[src/rtl/segre_pkg.sv]
// segre_pkg: shared types and constants for the segre memory subsystem
package segre_pkg;
   localparam int CACHE_LINE_SIZE_BYTES = 16;
   localparam int ADDR_SIZE = 32;
   localparam int MEM_LATENCY_CYCLES = 5;
   typedef enum logic {ICACHE = 1'b0, DCACHE = 1'b1} cache_id_e;
   typedef struct packed {
      logic rd;
      logic wr;
      logic [ADDR_SIZE-1:0] addr;
      logic [CACHE_LINE_SIZE_BYTES*8-1:0] data;
      cache_id_e cache_id;
   } cache_mem_req_t;
   typedef enum logic [1:0] {IDLE, ACCESS, RESPOND} mem_sched_state_e;
   // Queued form of a request: rd is folded away because rd&wr behaves as a write
   typedef struct packed {
      logic we;
      logic [ADDR_SIZE-1:0] addr;
      logic [CACHE_LINE_SIZE_BYTES*8-1:0] data;
      cache_id_e cache_id;
   } mem_sched_entry_t;
endpackage

[src/rtl/segre_req_fifo.sv]
// segre_req_fifo: first-word-fall-through request FIFO with occupancy count
module segre_req_fifo #(
   parameter int WIDTH = 8,
   parameter int DEPTH = 4,
   localparam int PW = $clog2(DEPTH),
   localparam int CW = $clog2(DEPTH + 1)
) (
   input  logic             clk_i,
   input  logic             rsn_i,
   input  logic             push,
   input  logic [WIDTH-1:0] wdata,
   input  logic             pop,
   output logic [WIDTH-1:0] rdata,
   output logic             full,
   output logic             empty,
   output logic [CW-1:0]    count
);
   logic [WIDTH-1:0] mem [DEPTH];
   logic [PW-1:0] wr_ptr, rd_ptr;
   logic do_push, do_pop;
   assign full = count == CW'(DEPTH);
   assign empty = count == '0;
   assign do_push = push && !full;
   assign do_pop = pop && !empty;
   assign rdata = mem[rd_ptr];
   always_ff @(posedge clk_i) begin
      if (do_push) mem[wr_ptr] <= wdata;
   end
   always_ff @(posedge clk_i) begin
      if (!rsn_i) begin
         wr_ptr <= '0;
         rd_ptr <= '0;
         count <= '0;
      end else begin
         if (do_push) wr_ptr <= wr_ptr + PW'(1);
         if (do_pop) rd_ptr <= rd_ptr + PW'(1);
         count <= count + CW'(do_push) - CW'(do_pop);
      end
   end
endmodule

[src/rtl/segre_mem_sched.sv]
// segre_mem_sched: queues cache memory requests and serialises them onto one
// memory port with a fixed access latency, returning one response per request
import segre_pkg::*;
module segre_mem_sched #(
   parameter int QUEUE_DEPTH = 4,
   parameter int MEM_LATENCY = MEM_LATENCY_CYCLES,
   parameter int ADDR_WIDTH = 32
) (
   input  logic                               clk_i,
   input  logic                               rsn_i,
   input  logic                               req_valid_i,
   output logic                               req_ready_o,
   input  cache_mem_req_t                     req_i,
   output logic                               mem_en_o,
   output logic                               mem_we_o,
   output logic [ADDR_WIDTH-1:0]              mem_addr_o,
   output logic [CACHE_LINE_SIZE_BYTES*8-1:0] mem_wdata_o,
   input  logic [CACHE_LINE_SIZE_BYTES*8-1:0] mem_rdata_i,
   output logic                               rsp_valid_o,
   output cache_id_e                          rsp_cache_id_o,
   output logic [CACHE_LINE_SIZE_BYTES*8-1:0] rsp_line_o
);
   localparam int CNTW = $clog2(MEM_LATENCY + 1);
   localparam int QCW = $clog2(QUEUE_DEPTH + 1);
   mem_sched_state_e state, state_nxt;
   logic [CNTW-1:0] cnt;
   mem_sched_entry_t cur, head, in_entry;
   logic push, pop, full, empty;
   logic [QCW-1:0] count;
   // Requests with neither rd nor wr complete the handshake but are never queued
   assign push = req_valid_i && !full && (req_i.rd || req_i.wr);
   assign pop = (state == IDLE || state == RESPOND) && !empty;
   assign req_ready_o = !full;
   assign in_entry = '{we: req_i.wr, addr: req_i.addr, data: req_i.data, cache_id: req_i.cache_id};
   segre_req_fifo #(.WIDTH($bits(mem_sched_entry_t)), .DEPTH(QUEUE_DEPTH)) u_fifo (
      .clk_i (clk_i),
      .rsn_i (rsn_i),
      .push  (push),
      .wdata (in_entry),
      .pop   (pop),
      .rdata (head),
      .full  (full),
      .empty (empty),
      .count (count)
   );
   always_ff @(posedge clk_i) begin
      if (!rsn_i) begin
         state <= IDLE;
         cnt <= '0;
         cur <= '0;
      end else begin
         state <= state_nxt;
         if (pop) begin
            cur <= head;
            cnt <= CNTW'(MEM_LATENCY - 1);
         end else if (state == ACCESS && cnt != '0) begin
            cnt <= cnt - CNTW'(1);
         end
      end
   end
   always_comb begin
      state_nxt = pop ? ACCESS :
                  (state == ACCESS && cnt == '0) ? RESPOND :
                  (state == RESPOND) ? IDLE : state;
   end
   // Read data arrives the cycle after mem_en_o, which is exactly the RESPOND cycle
   always_comb begin
      mem_en_o = state == ACCESS && cnt == '0;
      mem_we_o = mem_en_o && cur.we;
      mem_addr_o = mem_en_o ? ADDR_WIDTH'(cur.addr) : '0;
      mem_wdata_o = mem_en_o ? cur.data : '0;
      rsp_valid_o = state == RESPOND;
      rsp_cache_id_o = rsp_valid_o ? cur.cache_id : ICACHE;
      rsp_line_o = !rsp_valid_o ? '0 : cur.we ? cur.data : mem_rdata_i;
   end
   a_count_bound: assert property (@(posedge clk_i) disable iff (!rsn_i) count <= QCW'(QUEUE_DEPTH));
endmodule

[config.mk]
export PLATFORM = sky130hd
export DESIGN_NAME = segre_mem_sched
export DESIGN_NICKNAME = d
export VERILOG_FILES = /design/src/rtl/segre_pkg.sv /design/src/rtl/segre_req_fifo.sv /design/src/rtl/segre_mem_sched.sv
export SDC_FILE = /design/constraint.sdc
export NUM_CORES = 1
export LEC_CHECK = 0
export BUFFER_PORTS_ARGS = -buffer_cell sky130_fd_sc_hd__buf_4
export CAP_MARGIN = 20
export CORE_MARGIN = 2
export CORE_UTILIZATION = 40
export CTS_CLUSTER_DIAMETER = 30
export DETAILED_ROUTE_END_ITERATION = 6
export GPL_TIMING_DRIVEN = 0
export SYNTH_ARGS = -nofsm -noshare
export SYNTH_HDL_FRONTEND = slang
export SYNTH_SLANG_ARGS = --single-unit
export TNS_END_PERCENT = 5
[constraint.sdc]
create_clock -name clk_i -period 6.9 [get_ports clk_i]
set_clock_uncertainty 0.2 [all_clocks]
set_input_delay 0.345 -clock clk_i [delete_from_list [all_inputs] [get_ports clk_i]]
set_output_delay 0.345 -clock clk_i [all_outputs]
set_load 0.005 [all_outputs]
## Word-level counts from Yosys, hierarchy flattened

Memory sizes are Yosys's and may differ from the RTL's. A register that Yosys moved wholly into a read port is not among the register bits.
Cells that the tools add are included.

| word-level totals | value |
|---|---|
| bits in registers | 12 |
| memories kept | 1 |
| memory bits (writable) | 648 |
| word-level logic and storage cells | 50 |
| input port bits | 294 |

| cells by class | value |
|---|---|
| reduce and logical (&&, ||, !) cells | 21 |
| bitwise operators | 1 |
| equality and inequality tests | 3 |
| add/sub/neg operators | 5 |
| muxes and demuxes | 12 |

Memory list:

| memory | depth | width | rd ports | clocked after memory_dff | wr ports | RTL line | RTL |
|---|---|---|---|---|---|---|---|
| u_fifo.mem | 4 | 162 | 1 | 1 | 1 | segre_req_fifo.sv:18 | `logic [WIDTH-1:0] mem [DEPTH];` |

Operator list:

| cell | number |
|---|---|
| 2-to-1 mux 128 bit | 3 |
| 2-to-1 mux 32 bit | 1 |
| logical AND 1 bit | 8 |
| logical NOT 3 bit | 2 |
| 2-to-1 mux 3 bit | 2 |
| nonzero test 3 bit | 2 |
| adder 2 x 1 -> 2 bit (second input constant) | 2 |
| 2-to-1 mux 1 bit | 4 |
| 2-to-1 mux 2 bit | 2 |
| nonzero test 2 bit | 2 |
| adder 3 x 1 -> 3 bit | 1 |
| == test 3 bit (second input constant) | 1 |
| logical NOT 1 bit | 3 |
| subtractor 3 x 1 -> 3 bit | 1 |
| subtractor 3 x 1 -> 3 bit (second input constant) | 1 |
| == test 2 x 1 -> 1 bit (second input constant) | 1 |
| == test 2 bit (second input constant) | 1 |
| logical NOT 2 bit | 1 |
| logical OR 1 bit | 2 |
| OR reduction 2 bit | 1 |
| inverter 1 bit | 1 |

## Logic depth before layout (Yosys ltp)

Gate-level depths: netlist (run 1).

| logic depth | value |
|---|---|
| depth after elaboration | 7 |
| depth in mapped cells | 10 |
| depth with buffers taken out | 10 |

## By module

Synthesis (run 1) repeated with hierarchy kept, for this count alone.

| second synthesis, totals | value |
|---|---|
| cell total of the unflattened synthesis | 2097 |
| area, all modules | 32705.1 sq um |

By module, submodules not included:

| module | cells each | area an instance (sq um) | instances | seq. area each (sq um) |
|---|---|---|---|---|
| segre_req_fifo | 897 | 23814.1 | 1 | 19638.8 |
| segre_mem_sched | 1200 | 8891.0 | 1 | 3343.2 |

## Worst setup path after synthesis (run 1)

OpenSTA, ideal clock, no wires.

| timing path | value |
|---|---|
| kind | register to register |
| start | reg u_fifo.count[1] |
| end | mem u_fifo.mem[0][0] (netlist name), enable pin |
| cell stages (with the launch flop) | 4 |
| slack | 1702 ps |
| data arrival time | 4456 ps |
| clock period less this slack | 5198 ps |
| cells stage by stage | dfxtp_1 > nor3b_1 > inv_1 > and3_1 |

| on the way | value |
|---|---|
| longest elaborated chain between the ends | 7 |

Ends and longest elaborated chain:

| what | RTL line | RTL |
|---|---|---|
| start: declaration | segre_req_fifo.sv:16 | `output logic [CW-1:0] count` |
| start signal: assignment | segre_req_fifo.sv:37 | `count <= count + CW'(do_push) - CW'(do_pop);` |
| == test 3 bit (*) | segre_req_fifo.sv:21 | `assign full = count == CW'(DEPTH);` |
| logical NOT 1 bit (*) | -- |  |
| named net req_ready_o | segre_mem_sched.sv:12 | `output logic req_ready_o,` |
| logical AND 1 bit (2 in a row) | segre_mem_sched.sv:31 | `assign push = req_valid_i && !full && (req_i.rd \|\| req_i.wr);` |
| logical AND 1 bit (*) | segre_req_fifo.sv:23 | `assign do_push = push && !full;` |
| 2-to-1 mux 1 bit (*) | segre_req_fifo.sv:27 | `if (do_push) mem[wr_ptr] <= wdata;` |
| 2-to-1 mux 1 bit (implied by the code) (*) | segre_req_fifo.sv:27 |  |
| end: declaration | segre_req_fifo.sv:18 |  |

Mark *: on every way through the listed nets, which the timed path passes. The rest lies on a longest branch.

## Worst setup path after layout (run 1)

| timing path | value |
|---|---|
| start | reg cnt[0] |
| end | out mem_wdata_o[50] |

| on the way | value |
|---|---|
| longest elaborated chain between the ends | 3 |

Ends and longest elaborated chain:

| what | RTL line | RTL |
|---|---|---|
| start: declaration | segre_mem_sched.sv:26 | `logic [CNTW-1:0] cnt;` |
| start signal: assignment | segre_mem_sched.sv:55 | `cnt <= CNTW'(MEM_LATENCY - 1);` |
| start signal: assignment | segre_mem_sched.sv:57 | `cnt <= cnt - CNTW'(1);` |
| logical NOT 3 bit | segre_mem_sched.sv:68 | `mem_en_o = state == ACCESS && cnt == '0;` |
| logical AND 1 bit | segre_mem_sched.sv:68 |  |
| 2-to-1 mux 128 bit | segre_mem_sched.sv:71 | `mem_wdata_o = mem_en_o ? cur.data : '0;` |
| end: declaration | segre_mem_sched.sv:17 | `output logic [CACHE_LINE_SIZE_BYTES*8-1:0] mem_wdata_o,` |

No other way between the ends.

==> out/metrics.csv, run 1 <==
stage,metric,value,unit
hold_path,HP Class,in2reg,
drt,routed wl met3,4740,um
setup_path,crit path capture type,primary output,
die,FP Rows,103,
hold_path,Worst Hold End,u_fifo.mem[0][102],
timing,count of pins over their slew limit,0,
timing,final setup margin,2.88,ns
logic_synthesis,ys flop type,edfxtp_1,
setup_path,worst reg2reg path depth,9,
placement,I/O Buffers,586,
setup_path,Worst EP required,6.36,ns
run,max_cap viols,0,
clocking,clk_lat worst skew,0.71,ns
setup_path,Buf/Inv on CP,5,
die,Die W,286,um
hold_path,hold path depth,2,
drt,Pre-Repair DR Iteration Count,7,
cells_and_area,Util after Layout,57.0,%
drt,vias,19400,
logic_synthesis,Yosys reg bits,822,
drt,wire per inst,21.7,um
setup_path,Critical Path Stages,9,
setup_path,"CP delay by family, top",buffers and inverters,
logic_synthesis,"area leader, netlist",edfxtp_1,
drt,Via density,5.02,
power_and_ir_drop,pwr dens,406,nW/um^2
setup_path,critical path's most frequent cell,buf_2,
logic_synthesis,Synth top area share,61.0,%
cells_and_area,area growth from synthesis to layout,41.1,%
die,height of the die,286,um
hold_path,min-delay src,req_i[102],
clocking,clock root buffer master,clkbuf_16,
placement,placed cells,3403,
timing,worst-margin pin slew,0.820,ns
logic_synthesis,Synth async-reset ratio,0,%
setup_path,"Largest stage delay, worst path",0.63,ns
clocking,# clock sinks,822,
global_routing,GR Overflow Total,0,
power_and_ir_drop,P_leak,16.9,nW
placement,dpl hpwl,55300,um
setup_path,Reg2Reg Setup Slack,4.24,ns
placement,DP Area,38000,um^2
global_routing,first-pass GRT wire length,124000,um
power_and_ir_drop,Peak VDD IR,0.228,mV
clocking,CTS Buffer Depth,3,
setup_path,crit path kind,reg2out,
timing,final setup violation count,0,
placement,pre-CTS setup slack,3.50,ns
logic_synthesis,Syn. warnings,0,
drt,initial drt markers,1022,
drt,drt drc,0,
clocking,clock transition at the registers of the reported paths,0.05,ns
setup_path,Critical-path top delay cell,buf_2,
die,Starting Density,40.4,%
logic_synthesis,Post-Syn Area,31900,um^2
logic_synthesis,synth cell count leaders,"edfxtp_1 (648), dfxtp_1 (174), and2_1 (164), a22o_1 (162), mux4_2 (162)",
setup_path,crit path from,cnt[0],
cells_and_area,Final Non-Filler Cells,3861,
logic_synthesis,"Seq/Total Area, Yosys",71.9,%
clocking,H-tree depth,4,
cells_and_area,final instance area,45000,um^2
timing,total negative setup slack,0,ns
timing,Slew HR,45.4,%
timing,min Tclk post-route,4.02,ns
clocking,CTS resizes,0,
clocking,CTS Buf Count,152,
global_routing,vias in the first global route,20700,
global_routing,antenna violations before repair,7,
cells_and_area,Final nets,2977,
drt,WL final,83900,um
logic_synthesis,gate count of the mapped netlist,1753,
global_routing,GRT Overall Usage,20.1,%
setup_path,Startpoint Class,flop,
setup_path,crit-path cells,"inv_1, ha_1, nor2b_1, nor2b_1, buf_2, buf_2, buf_2, and2_1, buf_4",
global_routing,largest net degree at the start of global routing,53,
setup_path,arrival time worst endpoint,3.47,ns
logic_synthesis,Post-synth EDFFs,648,
timing,RSZ-0062 raised after global routing,no,
timing,Final period util,58.2,%
logic_synthesis,ranking of synthesized cells by area,"edfxtp_1 (61%), mux4_2 (11%), dfxtp_1 (11%)",
timing,Final Hold Fails,0,
logic_synthesis,Synth Area per Inst,18.2,um^2
die,total die area,82100,um^2
cells_and_area,share of layout cells above drive strength 1,39.7,%
clocking,CTS tree,yes,
logic_synthesis,most common cell in the netlist,edfxtp_1,
die,core area,79000,um^2
timing,fmax,249,MHz
logic_synthesis,Synth cell types,33,
placement,RePlAce Congestion,0.889,
status,status,finished clean,
die,io pins,587,
logic_synthesis,syn_nets,2056,
setup_path,crit path max fanout,10,
drt,post-route antenna net violation count,0,
drt,metal1 wirelength,34400,um
drt,Max Used Layer,met5,
drt,DR WL met2,43200,um
setup_path,FF-to-FF Start,u_fifo.count[2],
setup_path,Critical R2R Capture,u_fifo.count[2],
cells_and_area,filler cell count,6160,
[kinds of logic after synthesis]
| logic type | count (synthesis) | share of synthesized area [%] |
|---|---|---|
| mux | 290 | 15.4 |
| buf+inv | 132 | 2.27 |
| flops | 822 | 71.9 |
| xor+xnor | 1 | 0.0274 |
| fa+ha+maj | 9 | 0.376 |
| compound gates | 181 | 4.79 |
| simple gates | 318 | 5.20 |
[where the power goes]
part	leakage, nW	internal, W	switching [W]
Clock	2.54	0.00488	0.00257
Combinational	6.99	0.00215	0.00210
Sequential	7.34	0.00609	0.000477
Total	16.9	0.0131	0.00515
[repair_timing]
action / in CTS / in global routing
hold buffers: 167 / 0
hold endpoints to repair: 660 / 0
buffers inserted: 0 / 0
setup endpoints to repair: 0 / 0
[layout by cell type, fill, tap and decap left out, types with 4 or more instances in the layout]
master / n
clkbuf_8: 12
dlygate4sd3_1: 167
a21oi_1: 6
inv_1: 10
clkbuf_16: 153
edfxtp_1: 648
buf_4: 603
mux2i_1: 128
nor2_1: 134
buf_16: 14
a22o_1: 162
bufinv_16: 16
diode_2: 9
ha_1: 8
o21ai_0: 7
mux4_2: 162
clkbuf_1: 55
and2_1: 164
dfxtp_1: 174
buf_6: 12
clkinv_4: 9
clkinvlp_4: 16
inv_16: 4
buf_2: 60
clkinv_1: 4
inv_6: 13
clkinv_2: 20
and3_4: 4
clkinv_16: 5
[metrics by stage]
step / hold slack [ns] / total power, W
5_1_grt: 0.143 / 0.0191
4_1_cts: 0.117 / 0.0185
2_1_floorplan: 0.240 / 0.00921
3_5_place_dp: 0.259 / 0.0109
3_3_place_gp: 0.254 / 0.0108
6_report: 0.174 / 0.0183
[layout make-up]
cell class	count	area, um^2	area share [%]
well taps	1050	1310	2.92
clock buffers	189	4080	9.07
inverters	12	45.0	0.100
multi-input cells	799	8270	18.4
diodes	9	22.5	0.0500
clock inverters	93	1220	2.71
repair buffers	767	6460	14.3
plain buffers	120	679	1.51
flip-flops and latches	822	22900	50.9
[worst register-to-register path, cell delays in order, from the launching register on]
cell and delay, ns:
dfxtp_1 0.40, nor3b_1 0.45, nor2_1 0.10, dlygate4sd3_1 0.57, ha_1 0.19, inv_1 0.07, fa_1 0.18, xor2_1 0.19
and2_1 0.15, nor3_1 0.04
[worst max path at each step]
| stage | endpoint | slack [ns] |
|---|---|---|
| detailed placement | mem_wdata_o[50] | 3.50 |
| floorplan | u_fifo.mem[0][0] | 1.70 |
| CTS | mem_wdata_o[50] | 2.72 |
| finish | mem_wdata_o[50] | 2.88 |
| global placement | u_fifo.mem[1][41] | -1.84 |
| global route | mem_wdata_o[50] | 2.65 |
[layer usage]
metal,global-route usage [%],up-vias
met4,6.14,2
met5,0,-
met2,34.9,594
met3,4.72,116
li1,-,8822
met1,25.0,9856
[registers in the layout, summed over array words and instances (netlist names)]
register and count:
cur 162, u_fifo.mem 648, u_fifo.wr_ptr 2, state 2, u_fifo.count 3, u_fifo.rd_ptr 2, cnt 3
Power figures use the tool's default switching activity.
==> run 2: changes to the inputs <==
==> constraint.sdc (replaced) <==
create_clock -name clk_i -period 3.6 [get_ports clk_i]
set_clock_uncertainty 0.2 [all_clocks]
set_input_delay 0.18 -clock clk_i [delete_from_list [all_inputs] [get_ports clk_i]]
set_output_delay 0.18 -clock clk_i [all_outputs]
set_load 0.005 [all_outputs]
==> out/metrics.csv, run 2 (synthesized netlist as in run 1, its figures left out) <==
stage,metric,value,unit,change
timing,worst-margin pin slew,0.748,ns,-0.0715 ns
die,Die W,286,um,unchanged
status,status,finished clean,,
clocking,CTS Buf Count,159,,+4.6%
cells_and_area,"commonest non-fill, non-tap cell in the layout",edfxtp_1,,
cells_and_area,Final Non-Filler Cells,3964,,+2.7%
run,max_cap viols,0,,unchanged
setup_path,Reg2Reg Setup Slack,0.90,ns,-3.34 ns
timing,fmax,297,MHz,
drt,Pre-Repair DR Iteration Count,6,,-1
clocking,CTS tree,yes,,
drt,vias,19900,,+2.6%
setup_path,crit path kind,reg2out,,
setup_path,Critical R2R Capture,u_fifo.mem[2][21],,
die,io pins,587,,unchanged
global_routing,vias in the first global route,21500,,+4.1%
drt,post-route antenna net violation count,0,,unchanged
clocking,clock root buffer master,clkbuf_16,,
setup_path,Worst EP required,3.22,ns,-3.14 ns
timing,Slew HR,50.1,%,+4.8 points
power_and_ir_drop,pwr dens,772,nW/um^2,+90%
placement,dpl hpwl,56100,um,+1.4%
drt,initial drt markers,991,,-3.0%
cells_and_area,max reg flops,648,,unchanged
placement,I/O Buffers,586,,unchanged
timing,RSZ-0062 raised after global routing,no,,
power_and_ir_drop,Peak VDD IR,0.487,mV,+110%
placement,RePlAce Congestion,0.989,,+11%
power_and_ir_drop,P_leak,17.3,nW,+2.8%
drt,WL final,85500,um,+1.9%
die,total die area,82100,um^2,unchanged
die,FP Rows,103,,unchanged
timing,final setup violation count,0,,unchanged
cells_and_area,Biggest register,u_fifo.mem,,
timing,Final period util,93.5,%,
cells_and_area,area growth from synthesis to layout,44.6,%,
placement,placed cells,3402,,-0.029%
drt,drt drc,0,,unchanged
cells_and_area,largest registers,"u_fifo.mem x648, cur x162",,
die,Starting Density,40.4,%,unchanged
hold_path,min-delay src,req_i[6],,
cells_and_area,most frequent cells in the layout,"edfxtp_1 (648), buf_4 (603), dlygate4sd3_1 (259)",,
cells_and_area,Final nets,3075,,+3.3%
global_routing,GRT Overall Usage,20.7,%,+0.57 points
drt,wire per inst,21.6,um,-0.70%
die,core area,79000,um^2,unchanged
clocking,CTS Buffer Depth,3,,unchanged
hold_path,HP Class,in2reg,,
global_routing,largest net degree at the start of global routing,53,,unchanged
setup_path,crit path capture type,primary output,,
drt,Via density,5.02,,about the same
hold_path,hold path depth,2,,unchanged
setup_path,Startpoint Class,flop,,
clocking,# clock sinks,822,,unchanged
timing,count of pins over their slew limit,0,,unchanged
die,height of the die,286,um,unchanged
setup_path,FF-to-FF Start,u_fifo.count[1],,
timing,hold slack,0.0444,ns,-0.129 ns
cells_and_area,filler cell count,6083,,-1.3%
cells_and_area,register area,22900,um^2,unchanged
clocking,H-tree depth,4,,unchanged
setup_path,crit path max fanout,10,,unchanged
timing,Final Hold Fails,0,,unchanged
hold_path,Worst Hold End,u_fifo.mem[2][6],,
setup_path,arrival time worst endpoint,2.98,ns,-0.49 ns
cells_and_area,share of layout cells above drive strength 1,38.4,%,-1.3 points
timing,min Tclk post-route,3.36,ns,
global_routing,antenna violations before repair,7,,unchanged
setup_path,worst reg2reg path depth,5,,-4
global_routing,GR Overflow Total,0,,unchanged
clocking,post-CTS setup buffers,0,,unchanged
clocking,clock transition at the registers of the reported paths,0.05,ns,about the same
global_routing,first-pass GRT wire length,128000,um,+3.2%
cells_and_area,area of the multi-input gates,8270,um^2,unchanged
clocking,clk_lat worst skew,0.71,ns,about the same
run 2: cell count changes in the layout (fill, tap and decap cells not counted), sizes merged:
| cell | delta |
|---|---|
| buf | -1 |
| bufinv | +3 |
| clkbuf | +6 |
| clkinv | +5 |
| clkinvlp | +2 |
| diode | -2 |
| dlygate4sd3 | +92 |
| inv | -2 |
run 2: worst max path at each step:
stage                          startpoint                end  slack [ns]
after floorplan           u_fifo.count[1]   u_fifo.mem[1][0]       -1.60
after global placement    u_fifo.count[1]  u_fifo.mem[2][75]       -5.24
after detailed placement           cnt[0]    mem_wdata_o[51]        0.38
after CTS                          cnt[0]    mem_wdata_o[51]        0.02
after global routing               cnt[0]    mem_wdata_o[51]        0.04
final                              cnt[0]    mem_wdata_o[51]        0.24
run 2: final cells by class:
class / instances / share of cell area, %
Sequential cell: 822 / 49.7
Timing Repair Buffer: 858 / 15.9
Inverter: 12 / 0.0976
Clock inverter: 101 / 2.82
Tap cell: 1050 / 2.85
Clock buffer: 195 / 9.18
Antenna cell: 7 / 0.0380
Buffer: 120 / 1.51
Multi-Input combinational cell: 799 / 17.9
run 2: through the flow:
stage	total power (W)	TNS, ns	area (um^2)	setup slack [ns]	util, %
2_1_floorplan	0.0176	-776.43	31900	-1.60	-
3_3_place_gp	0.0207	-2786.38	37600	-5.24	47.6
3_5_place_dp	0.0209	0	38000	0.376	48.1
4_1_cts	0.0361	0	46100	0.0234	58.4
5_1_grt	0.0372	0	46200	0.0381	58.4
6_report	0.0356	0	46200	0.235	58.4
run 2: metal layers:
metal / GRT usage, % / wire, um / vias up
met5: 0 / 0 / -
met1: 25.2 / 34200 / 10100
met3: 5.12 / 5100 / 125
met2: 35.8 / 44200 / 612
met4: 7.38 / 2060 / 0
li1: - / - / 9029
run 2: timing repair:
| item | 4_1_cts | 5_1_grt |
|---|---|---|
| endpoints found under the hold margin | 660 | 0 |
| endpoints found under the setup margin | 80 | 20 |
| gates resized for setup | 3 | 4 |
| hold buffers | 259 | 0 |
| gates cloned | 0 | 0 |
run 2: report_power, final:
part	leakage (nW)	switching [W]	internal [W]
clock	2.64	0.00498	0.00984
combinational	7.37	0.00407	0.00418
sequential	7.34	0.000901	0.0117
run 2: critical path: stages, from the launching register on:
cell and delay [ns]:
dfxtp_1 0.31, inv_1 0.08, ha_1 0.17, nor2b_1 0.29, nor2b_1 0.20, buf_6 0.25, buf_6 0.28, buf_2 0.28
and2_1 0.28, buf_4 0.15
==> run 3: changes to the inputs <==
--- a/config.mk
+++ b/config.mk
@@ -7,11 +7,12 @@
 export LEC_CHECK = 0
 export BUFFER_PORTS_ARGS = -buffer_cell sky130_fd_sc_hd__buf_4
 export CAP_MARGIN = 20
-export CORE_MARGIN = 2
-export CORE_UTILIZATION = 40
+export CORE_MARGIN = 1.5
+export CORE_UTILIZATION = 45
 export CTS_CLUSTER_DIAMETER = 30
 export DETAILED_ROUTE_END_ITERATION = 6
 export GPL_TIMING_DRIVEN = 0
+export PLACE_DENSITY_LB_ADDON = 0.12
 export SYNTH_ARGS = -nofsm -noshare
 export SYNTH_HDL_FRONTEND = slang
 export SYNTH_SLANG_ARGS = --single-unit
==> out/metrics.csv, run 3 (synthesized netlist as in run 1, its figures left out) <==
stage,metric,value,unit,change
status,status,finished clean,,
power_and_ir_drop,logic gate share of total power,23.6,%,+0.4 points
global_routing,vias in the first global route,20700,,-3.9%
cells_and_area,area of the multi-input gates,8270,um^2,about the same
placement,I/O Buffers,586,,unchanged
setup_path,Buf/Inv on CP,5,,unchanged
cells_and_area,most frequent cells in the layout,"edfxtp_1 (648), buf_4 (604), dlygate4sd3_1 (214)",,
cells_and_area,share of layout cells above drive strength 1,38.9,%,+0.45 points
clocking,clk_lat worst skew,0.71,ns,about the same
die,total die area,72500,um^2,-12%
global_routing,GR Overflow Total,0,,unchanged
cells_and_area,Final nets,3019,,-1.8%
cells_and_area,Biggest register,u_fifo.mem,,
setup_path,crit path kind,reg2out,,
cells_and_area,max reg flops,648,,unchanged
clocking,CTS tree,yes,,
clocking,CTS Buf Count,147,,-7.5%
placement,placed cells,3293,,-3.2%
clocking,H-tree depth,4,,unchanged
timing,Slew HR,49.9,%,-0.24 points
drt,Via density,5.16,,+2.8%
drt,vias,19600,,-1.7%
setup_path,Critical-path top delay cell,clkbuf_1,,
power_and_ir_drop,Final Power,0.0348,W,-2.4%
setup_path,crit path max fanout,10,,unchanged
setup_path,"CP delay by family, top",buffers and inverters,,
cells_and_area,largest registers,"u_fifo.mem x648, cur x162",,
clocking,CTS Buffer Depth,3,,unchanged
cells_and_area,filler cell count,5174,,-15%
timing,count of pins over their slew limit,0,,unchanged
timing,RSZ-0062 raised after global routing,no,,
setup_path,"Largest stage delay, worst path",0.60,ns,+0.29 ns
die,core area,70100,um^2,-11%
setup_path,critical path's most frequent cell,clkbuf_1,,
setup_path,Startpoint Class,flop,,
drt,wire per inst,22.0,um,+2.0%
clocking,# clock sinks,822,,unchanged
hold_path,HP Class,in2reg,,
power_and_ir_drop,P_leak,17.0,nW,-2.0%
power_and_ir_drop,Peak VDD IR,0.471,mV,-3.2%
setup_path,arrival time worst endpoint,2.99,ns,about the same
power_and_ir_drop,NetSw,0.00961,W,-3.4%
timing,Final Hold Fails,0,,unchanged
die,Die W,269,um,-6.0%
drt,post-route antenna net violation count,0,,unchanged
cells_and_area,area growth from synthesis to layout,41.5,%,
setup_path,worst reg2reg path depth,5,,unchanged
global_routing,antenna violations before repair,11,,+4
power_and_ir_drop,clock share of power,40.2,%,-1.4 points
setup_path,crit-path cells,"clkbuf_1, nand2b_1, clkbuf_1, buf_8, buf_2, nor2_1, buf_4",,
drt,initial drt markers,967,,-2.4%
die,io pins,587,,unchanged
placement,dpl hpwl,54800,um,-2.3%
timing,final setup violation count,0,,unchanged
timing,fmax,297,MHz,-0.11%
drt,drt drc,0,,unchanged
clocking,clock transition at the registers of the reported paths,0.04,ns,about the same
global_routing,GRT Overall Usage,23.1,%,+2.4 points
cells_and_area,Util after Layout,64.4,%,+6.0 points
power_and_ir_drop,pwr dens,770,nW/um^2,-0.33%
power_and_ir_drop,Pint,0.0252,W,-2.1%
setup_path,crit path capture type,primary output,,
timing,Final period util,93.6,%,+0.099 points
timing,hold slack,0.0307,ns,-0.0137 ns
power_and_ir_drop,Sw Share,27.6,%,-0.28 points
global_routing,first-pass GRT wire length,126000,um,-1.5%
placement,RePlAce Congestion,0.983,,-0.55%
cells_and_area,final instance area,45200,um^2,-2.1%
run,max_cap viols,0,,unchanged
die,FP Rows,97,,-5.8%
hold_path,hold path depth,2,,unchanged
die,Starting Density,45.5,%,+5.1 points
cells_and_area,register area,22900,um^2,unchanged
cells_and_area,Final Non-Filler Cells,3788,,-4.4%
drt,WL final,83400,um,-2.5%
clocking,clock root buffer master,clkbuf_16,,
setup_path,Critical Path Stages,7,,-2
timing,min Tclk post-route,3.37,ns,+0.00356 ns
global_routing,largest net degree at the start of global routing,53,,unchanged
cells_and_area,"commonest non-fill, non-tap cell in the layout",edfxtp_1,,
power_and_ir_drop,Reg power frac,36.2,%,+0.9 points
clocking,post-CTS setup buffers,0,,unchanged
drt,Pre-Repair DR Iteration Count,5,,-1
die,height of the die,269,um,-6.0%
placement,DP Area,37900,um^2,-0.29%
setup_path,Worst EP required,3.22,ns,about the same
timing,worst-margin pin slew,0.752,ns,+0.00354 ns
==> run 3: cell types whose count changed in the layout (fill, tap and decap cells not counted), sizes merged <==
cell / previous run / this run
clkinv: 46 / 43
clkbuf: 226 / 212
inv: 30 / 27
bufinv: 19 / 20
diode: 7 / 8
dlygate4sd3: 259 / 214
clkinvlp: 18 / 15
==> run 3: through the flow <==
step / worst slack (ns) / setup TNS, ns
6_report: 0.232 / 0
5_1_grt: 0.0697 / 0
4_1_cts: 0.0637 / 0
3_5_place_dp: 0.283 / 0
3_3_place_gp: -5.12 / -2734.91
2_1_floorplan: -1.60 / -776.43
==> run 3: timing repair <==
action / 4_1_cts / 5_1_grt
setup endpoints to repair: 83 / 1
hold buffers: 214 / 0
endpoints found under the hold margin: 660 / 0
gates resized for setup: 4 / 2
==> run 3: layout make-up <==
cell class | instances | share of cell area [%]
flip-flops and latches | 822 | 50.8
multi-input cells | 799 | 18.3
repair buffers | 814 | 15.3
clock buffers | 180 | 8.78
well taps | 940 | 2.60
clock inverters | 93 | 2.54
plain buffers | 120 | 1.53
inverters | 12 | 0.0997
diodes | 8 | 0.0443
==> run 3: worst paths after layout <==
kind / start / endpoint / slack (ns)
worst max-delay path: state[0] / rsp_line_o[60] / 0.23
worst min-delay path: req_i[88] / u_fifo.mem[1][88] / 0.03
worst max register to register: u_fifo.count[1] / u_fifo.mem[3][147] / 1.09
worst min register to register: cur[152] / cur[152] / 0.27
==> run 3: worst register-to-register path: stages, from the launching register on <==
cell     delay [ns]
dfxtp_1        0.45
nor3b_1        0.14
inv_1          0.19
and3_4         0.47
buf_16         0.34
buf_16         0.32
==> run 3: power groups by stage <==
| stage | sequential, W | clock, W | combinational, W |
|---|---|---|---|
| CTS | 0.0126 | 0.0142 | 0.00836 |
| floorplan | 0.0123 | 0 | 0.00529 |
| detailed placement | 0.0127 | 0 | 0.00810 |
| global route | 0.0127 | 0.0146 | 0.00889 |
| finish | 0.0126 | 0.0140 | 0.00821 |
| global placement | 0.0128 | 0 | 0.00785 |
==> run 3: per-layer routing <==
layer	global-route usage (%)	vias up	wire, um
li1	-	8907	-
met2	38.9	558	42000
met1	29.9	9953	35200
met5	0	-	20
met4	7.35	4	1720
met3	5.06	128	4430
